[src/rtl/storage_seq_ctrl_pkg.sv]
// rtl/storage_seq_ctrl_pkg.sv - shared state encodings and default widths for the storage controller
package storage_seq_ctrl_pkg;

    // Default geometry, shared with the storage array and the display driver
    localparam int DEF_AW = 3;
    localparam int DEF_DW = 8;

    typedef enum logic [2:0] {
        ST_IDLE   = 3'd0,
        ST_CLEAR  = 3'd1,
        ST_WRITE  = 3'd2,
        ST_SCAN   = 3'd3,
        ST_VERIFY = 3'd4
    } state_t;

endpackage

[src/rtl/storage_seq_ctrl_if.sv]
// rtl/storage_seq_ctrl_if.sv - single write/read port between controller and storage array
interface storage_seq_ctrl_if
    import storage_seq_ctrl_pkg::*;
#(
    parameter int AW = DEF_AW,
    parameter int DW = DEF_DW
);
    logic          mem_we;
    logic [AW-1:0] mem_addr;
    logic [DW-1:0] mem_wdata;
    logic [DW-1:0] mem_rdata;

    modport master (output mem_we, output mem_addr, output mem_wdata, input mem_rdata);
    modport slave  (input mem_we, input mem_addr, input mem_wdata, output mem_rdata);
endinterface

[src/rtl/storage_dwell_timer.sv]
// rtl/storage_dwell_timer.sv - scan dwell counter, one tick every DWELL running cycles
module storage_dwell_timer #(
    parameter int unsigned DWELL = 50_000_000
) (
    input  logic clk,
    input  logic rst,
    input  logic run,
    input  logic clr,
    output logic tick
);
    localparam int CW = (DWELL > 2) ? $clog2(DWELL) : 1;

    logic [CW-1:0] cnt;

    assign tick = run && (cnt == CW'(DWELL - 1));

    // Count while running, restart after the tick, hold otherwise; clr forces zero
    always_ff @(posedge clk or posedge rst) begin
        if (rst) begin
            cnt <= '0;
        end else if (clr) begin
            cnt <= '0;
        end else if (run) begin
            cnt <= tick ? '0 : cnt + CW'(1);
        end
    end
endmodule

[src/rtl/storage_seq_ctrl.sv]
// rtl/storage_seq_ctrl.sv - serialises user writes, clear and auto-scan onto one storage port (option: STORAGE_SEQ_VERIFY_EN)
module storage_seq_ctrl
    import storage_seq_ctrl_pkg::*;
#(
    parameter int          AW    = DEF_AW,
    parameter int          DW    = DEF_DW,
    parameter int unsigned DWELL = 50_000_000
) (
    input  logic                clk,
    input  logic                rst,
    input  logic                wr_req,
    input  logic [AW-1:0]       wr_addr,
    input  logic [DW-1:0]       wr_data,
    input  logic                clr_req,
    input  logic                scan_en,
    storage_seq_ctrl_if.master  mem,
    output logic [AW-1:0]       disp_addr,
    output logic [DW-1:0]       disp_data,
    output logic                busy,
    output logic                wr_ovf,
    output logic                verr
);
    state_t        state, state_nxt;
    logic [AW-1:0] clr_cnt;
    logic [AW-1:0] scan_ptr;
    logic          pend;
    logic [AW-1:0] pend_addr;
    logic [DW-1:0] pend_data;
    logic          tick;
    logic          tick_hold;
    logic          scan_req;

    assign busy     = (state != ST_IDLE);
    assign scan_req = tick || tick_hold;

    storage_dwell_timer #(.DWELL(DWELL)) u_dwell (
        .clk  (clk),
        .rst  (rst),
        .run  (scan_en && (state == ST_IDLE)),
        .clr  (!scan_en),
        .tick (tick)
    );

`ifdef STORAGE_SEQ_VERIFY_EN
    logic [AW-1:0] vfy_addr;
    logic [DW-1:0] vfy_data;
`endif

    // State register
    always_ff @(posedge clk or posedge rst) begin
        if (rst) state <= ST_IDLE;
        else     state <= state_nxt;
    end

    // Next state and storage port drive; IDLE parks the port on the displayed word
    always_comb begin
        state_nxt     = state;
        mem.mem_we    = 1'b0;
        mem.mem_addr  = disp_addr;
        mem.mem_wdata = '0;
        case (state)
            ST_IDLE: begin
                // wr_req is taken directly so a lone write reaches the port next cycle
                if (clr_req)              state_nxt = ST_CLEAR;
                else if (pend || wr_req)  state_nxt = ST_WRITE;
                else if (scan_req)        state_nxt = ST_SCAN;
            end
            ST_CLEAR: begin
                mem.mem_we   = 1'b1;
                mem.mem_addr = clr_cnt;
                if (clr_cnt == '1) state_nxt = ST_IDLE;
            end
            ST_WRITE: begin
                mem.mem_we    = 1'b1;
                mem.mem_addr  = pend_addr;
                mem.mem_wdata = pend_data;
`ifdef STORAGE_SEQ_VERIFY_EN
                state_nxt     = ST_VERIFY;
`else
                state_nxt     = ST_IDLE;
`endif
            end
            ST_SCAN: begin
                mem.mem_addr = scan_ptr;
                state_nxt    = ST_IDLE;
            end
`ifdef STORAGE_SEQ_VERIFY_EN
            ST_VERIFY: begin
                mem.mem_addr = vfy_addr;
                state_nxt    = ST_IDLE;
            end
`endif
            default: state_nxt = ST_IDLE;
        endcase
    end

    // One-deep pending write; a newer request overwrites an unconsumed one and flags it
    always_ff @(posedge clk or posedge rst) begin
        if (rst) begin
            pend      <= 1'b0;
            pend_addr <= '0;
            pend_data <= '0;
            wr_ovf    <= 1'b0;
        end else begin
            wr_ovf <= wr_req && pend && (state != ST_WRITE);
            if (wr_req) begin
                pend      <= 1'b1;
                pend_addr <= wr_addr;
                pend_data <= wr_data;
            end else if (state == ST_WRITE) begin
                pend <= 1'b0;
            end
        end
    end

    // Clear counter, scan pointer and display latch
    always_ff @(posedge clk or posedge rst) begin
        if (rst) begin
            clr_cnt   <= '0;
            scan_ptr  <= '0;
            disp_addr <= '0;
            disp_data <= '0;
        end else begin
            case (state)
                ST_CLEAR: begin
                    clr_cnt <= clr_cnt + 1'b1;
                    if (clr_cnt == '1) disp_data <= '0;
                end
                ST_WRITE: begin
                    // Keep the display coherent with a write to the shown address
                    if (pend_addr == disp_addr) disp_data <= pend_data;
                end
                ST_SCAN: begin
                    disp_addr <= scan_ptr;
                    disp_data <= mem.mem_rdata;
                    scan_ptr  <= scan_ptr + 1'b1;
                end
                default: ;
            endcase
        end
    end

    // A scan tick that loses arbitration is remembered until SCAN runs
    always_ff @(posedge clk or posedge rst) begin
        if (rst)                                                 tick_hold <= 1'b0;
        else if (!scan_en)                                       tick_hold <= 1'b0;
        else if ((state == ST_IDLE) && (state_nxt == ST_SCAN))   tick_hold <= 1'b0;
        else if (tick)                                           tick_hold <= 1'b1;
    end

`ifdef STORAGE_SEQ_VERIFY_EN
    // Capture the written word, then compare the read-back one cycle later; error is sticky
    always_ff @(posedge clk or posedge rst) begin
        if (rst) begin
            vfy_addr <= '0;
            vfy_data <= '0;
            verr     <= 1'b0;
        end else begin
            if (state == ST_WRITE) begin
                vfy_addr <= pend_addr;
                vfy_data <= pend_data;
            end
            if ((state == ST_VERIFY) && (mem.mem_rdata != vfy_data)) verr <= 1'b1;
        end
    end
`else
    assign verr = 1'b0;
`endif
endmodule

[src/flat_wrapper.sv]
// flat-port wrapper written by rule: the top's interface ports become plain ports
module storage_seq_ctrl_flat import storage_seq_ctrl_pkg::*;
#(
    parameter int          AW    = DEF_AW,
    parameter int          DW    = DEF_DW,
    parameter int unsigned DWELL = 50_000_000
)
  (clk, rst, wr_req, wr_addr, wr_data, clr_req, scan_en, disp_addr, disp_data, busy, wr_ovf, verr, mem_mem_we, mem_mem_addr, mem_mem_wdata, mem_mem_rdata);
  storage_seq_ctrl_if #(.AW(AW), .DW(DW)) mem_i ();
  input  logic clk;
  input  logic rst;
  input  logic wr_req;
  input  logic [AW-1:0] wr_addr;
  input  logic [DW-1:0] wr_data;
  input  logic clr_req;
  input  logic scan_en;
  output logic [AW-1:0] disp_addr;
  output logic [DW-1:0] disp_data;
  output logic busy;
  output logic wr_ovf;
  output logic verr;
  output wire logic [$bits(mem_i.mem_we)-1:0] mem_mem_we;
  output wire logic [$bits(mem_i.mem_addr)-1:0] mem_mem_addr;
  output wire logic [$bits(mem_i.mem_wdata)-1:0] mem_mem_wdata;
  input wire logic [$bits(mem_i.mem_rdata)-1:0] mem_mem_rdata;
  assign mem_mem_we = mem_i.mem_we;
  assign mem_mem_addr = mem_i.mem_addr;
  assign mem_mem_wdata = mem_i.mem_wdata;
  assign mem_i.mem_rdata = mem_mem_rdata;
  storage_seq_ctrl #(.AW(AW), .DW(DW), .DWELL(DWELL)) u_core (.clk(clk), .rst(rst), .wr_req(wr_req), .wr_addr(wr_addr), .wr_data(wr_data), .clr_req(clr_req), .scan_en(scan_en), .mem(mem_i), .disp_addr(disp_addr), .disp_data(disp_data), .busy(busy), .wr_ovf(wr_ovf), .verr(verr));
endmodule
[config.mk]
export PLATFORM = sky130hd
export DESIGN_NAME = storage_seq_ctrl_flat
export DESIGN_NICKNAME = d
export VERILOG_FILES = /design/src/rtl/storage_seq_ctrl_pkg.sv /design/src/rtl/storage_seq_ctrl_if.sv /design/src/rtl/storage_dwell_timer.sv /design/src/rtl/storage_seq_ctrl.sv /design/src/flat_wrapper.sv
export SDC_FILE = /design/constraint.sdc
export NUM_CORES = 1
export LEC_CHECK = 0
export CORE_MARGIN = 8
export CORE_UTILIZATION = 47
export CTS_CLUSTER_SIZE = 25
export DETAILED_ROUTE_END_ITERATION = 12
export PLACE_DENSITY = 0.78
export SLEW_MARGIN = 30
export SYNTH_ARGS = -nofsm -noshare
export SYNTH_HDL_FRONTEND = slang
export SYNTH_SLANG_ARGS = --single-unit
[constraint.sdc]
create_clock -name clk -period 1.9 [get_ports clk]
set_input_delay 0.19 -clock clk [delete_from_list [all_inputs] [get_ports clk]]
set_output_delay 0.19 -clock clk [all_outputs]
set_load 0.05 [all_outputs]
==> impl_metrics.env <==
export IMPL_fmax_mhz=552
export IMPL_die_width_um=98.2
export IMPL_synth_edf_count=0
export IMPL_period_share_pct=95.4
export IMPL_start_util_pct=47.6
export IMPL_core_mm2=0.00668
export IMPL_hold_class="in2async"
export IMPL_clkTransAtPathRegs_ns=0.07
export IMPL_relSlewSlack_pct=65.4
export IMPL_period_needed_ns=1.81
export IMPL_drcViolationCount=0
export IMPL_die_height_um=98.2
export IMPL_critPathLaunchType="flop"
export IMPL_vias_per_cell=5.64
export IMPL_finalNonFillerCells=477
export IMPL_fp_dieArea_mm2=0.00965
export IMPL_net_switching_power_mw=1.53
export IMPL_cts_tree="done"
export IMPL_swShare_pct=33.7
export IMPL_status="finished clean"
export IMPL_synth_top_family_by_area="simple AND/OR/NAND/NOR gates"
export IMPL_ys_warn_count=0
export IMPL_synth_compound_area_share_pct=16.0
export IMPL_crit_fanout=9
export IMPL_pwr_share_clk_pct=31.9
export IMPL_power_density_mw_per_mm2=1080
export IMPL_placed_area_mm2=0.00392
export IMPL_h_tree_depth=3
export IMPL_timing_rr_start="u_core.u_dwell.cnt[4]$_DFFE_PP0P_"
export IMPL_cts_max_path_buffers=2
export IMPL_io_buffers=48
export IMPL_syn2layout_area_growth_pct=32.3
export IMPL_vias=2691
export IMPL_tightest_slew_ns=0.518
export IMPL_numCtsBuffers=9
export IMPL_ir_worst_vdd_mv=0.381
export IMPL_ys_ff_latch=60
export IMPL_grt_pass1_vias=2539
export IMPL_clock_latency_ns=0.34
export IMPL_synth_area_per_cell_um2=9.72
export IMPL_grt_use_total_pct=15.8
export IMPL_dp_hpwl_um=5300
export IMPL_synth_adder_area_share_pct=1.57
export IMPL_wl_per_cell_um=15.5
export IMPL_fill_cells=528
export IMPL_p_int_mw=3.01
export IMPL_place_inst=460
export IMPL_place_gp_congestion=0.903
export IMPL_synth_seq_area_share_pct=47.2
export IMPL_met3_length_um=559
export IMPL_antenna_found_initial=0
export IMPL_crit_type="reg2out"
export IMPL_end_kind="primary output"
export IMPL_numClockSinks=60
export IMPL_power_total_mw=4.54
export IMPL_drv_cap=0
export IMPL_diodes=0
export IMPL_ioPinCount=50
export IMPL_synthMuxAreaShare_pct=6.65
export IMPL_maxSlewViolCount=0
export IMPL_syn_inst=327
export IMPL_p_leak_nw=1.80
export IMPL_reg2regPathDepth=6
export IMPL_cp_startpoint="u_core.state[2]$_DFF_PP0_"
export IMPL_synth_ff_type="dfrtp_1"
export IMPL_hold_violations=0
export IMPL_drtPass1Iterations=4
export IMPL_yosys_area_share_simple_pct=20.5
export IMPL_clk_root_buffer_cell="clkbuf_8"
export IMPL_wl_um=7390
export IMPL_wl_met2_um=3300
export IMPL_synth_async_reset_ratio_pct=100
export IMPL_crit_required_ns=1.71
export IMPL_synth_xor_area_share_pct=3.31
export IMPL_grt_overflow_total=0
export IMPL_nNetsFinal=420
export IMPL_synth_cell_types=54
export IMPL_synth_area_mm2=0.00318
export IMPL_top_layer_used="met4"
export IMPL_grt_max_degree=38
export IMPL_drt_iter0_drc=124
export IMPL_m1WireLength_um=3420
export IMPL_finalSetupViolCount=0
export IMPL_p_comb_share_pct=32.2
export IMPL_grt_pass1_wl_um=12500
export IMPL_final_cell_area_mm2=0.00420
export IMPL_worstPathArrival_ns=1.62
export IMPL_rows=30
export IMPL_whs_ns=0.216
export IMPL_layout_drive_gt1_share_pct=21.7
export IMPL_p_seq_share_pct=35.9
export IMPL_final_antenna_net_count=0
export IMPL_skew_ns=0.0106
## placed cells by master, fill, tap and decap left out, types with 3 or more instances in the layout
master,synthesis,routed
a21o_1,7,6
a21oi_1,30,30
a31oi_1,8,8
and2_1,11,11
and3_1,4,4
and4_1,3,3
buf_12,0,11
buf_4,2,24
bufinv_16,0,3
clkbuf_8,0,11
clkdlybuf4s50_1,0,35
dfrtp_1,60,59
ha_1,4,4
inv_1,8,7
mux2_2,17,17
nand2_1,33,33
nand3_1,8,8
nand4_1,6,6
nor2_1,25,24
nor2b_1,5,4
nor3_1,8,8
nor4_1,4,4
o21ai_0,17,14
or3_1,3,3
xnor2_1,8,8
xor2_1,4,4
## flip-flops by register name, indices dropped and copies added (netlist names)
register            count
u_core.wr_ovf           1
u_core.disp_addr        3
u_core.tick_hold        1
u_core.clr_cnt          3
u_core.scan_ptr         3
u_core.pend_data        8
u_core.u_dwell.cnt     26
u_core.pend             1
u_core.disp_data        8
u_core.pend_addr        3
u_core.state            3
## cells in the mapped netlist, types with 2 or more instances
| library cell | instances | area, µm² |
|---|---|---|
| dfrtp_1 | 60 | 1500 |
| nand2_1 | 33 | 124 |
| a21oi_1 | 30 | 150 |
| nor2_1 | 25 | 93.8 |
| mux2_2 | 17 | 191 |
| o21ai_0 | 17 | 85.1 |
| and2_1 | 11 | 68.8 |
| a31oi_1 | 8 | 50.1 |
| inv_1 | 8 | 30.0 |
| nand3_1 | 8 | 40.0 |
| nor3_1 | 8 | 40.0 |
| xnor2_1 | 8 | 70.1 |
| a21o_1 | 7 | 52.6 |
| clkbuf_1 | 7 | 26.3 |
| nand4_1 | 6 | 37.5 |
| nor2b_1 | 5 | 31.3 |
| and3_1 | 4 | 25.0 |
| buf_2 | 4 | 20.0 |
| buf_6 | 4 | 45.0 |
| ha_1 | 4 | 50.1 |
| nand2b_1 | 4 | 25.0 |
| nor4_1 | 4 | 25.0 |
| xor2_1 | 4 | 35.0 |
| and4_1 | 3 | 26.3 |
| or3_1 | 3 | 18.8 |
| a22o_1 | 2 | 17.5 |
| and4_4 | 2 | 22.5 |
| buf_4 | 2 | 15.0 |
| mux2i_1 | 2 | 20.0 |
| o21bai_1 | 2 | 15.0 |
| o311ai_0 | 2 | 17.5 |
## cells by family after synthesis
kind of cell | after synthesis
DFF | 60
AOI/OAI and AO/OA | 81
muxes | 19
xor gates and xnor gates | 12
buffers and inverters | 27
and+or+nand+nor | 123
adders and majority gates | 4
other | 1
## power by group through the flow
stage	registers (mW)	logic (mW)	clock network (mW)
after floorplan	1.99	0.561	0
after global placement	1.64	1.43	0
after detailed placement	1.65	1.45	0
after CTS	1.63	1.46	1.47
after global routing	1.66	1.56	1.52
final	1.63	1.46	1.45
## layout make-up
type,instances,area [µm²],share of cell area [%]
Inverter,9,33.8,0.804
Clock buffer,12,155,3.69
Timing Repair Buffer,71,762,18.1
Multi-Input combinational cell,241,1560,37.0
Clock inverter,4,95.1,2.26
Tap cell,80,100,2.38
Sequential cell,60,1500,35.7
## path summary, 6_finish.rpt
path	slack [ns]	end
worst max-delay path	0.09	mem_mem_wdata[0]
worst min-delay path	0.22	u_core.pend_data[2]$_DFFE_PP0P_
worst max register to register	0.12	u_core.u_dwell.cnt[11]$_DFFE_PP0P_
worst min register to register	0.49	u_core.scan_ptr[2]$_DFFE_PP0N_
max in group asynchronous	1.26	u_core.state[2]$_DFF_PP0_
min in group clk	0.46	u_core.state[1]$_DFF_PP0_
## routing by layer
metal | track usage [%] | vias to the layer above
li1 | - | 1293
met1 | 20.7 | 1285
met2 | 23.9 | 105
met3 | 3.91 | 8
met5 | 0 | -
met4 | 7.67 | 0
## timing repair
action                     in CTS  in global routing
gates resized for setup         5                  4
buffers inserted                0                  1
hold buffers                    0                  0
setup endpoints to repair      12                 19
## per-stage QoR
step	setup TNS [ns]	worst slack [ns]	utilization, %
after floorplan	0	0.00264	-
after global placement	0	0.123	58.7
after detailed placement	0	0.0549	58.7
after CTS	0	0.00662	62.7
after global routing	-0.000158	-0.000158	62.9
final	0	0.0869	62.9
## critical path: stages, from the launching register on
cell and delay (ns):
dfrtp_2 0.49, nand2b_2 0.25, nor2_4 0.16, and2_1 0.23
buf_12 0.16
No activity file was read; power rests on OpenSTA's default activity.
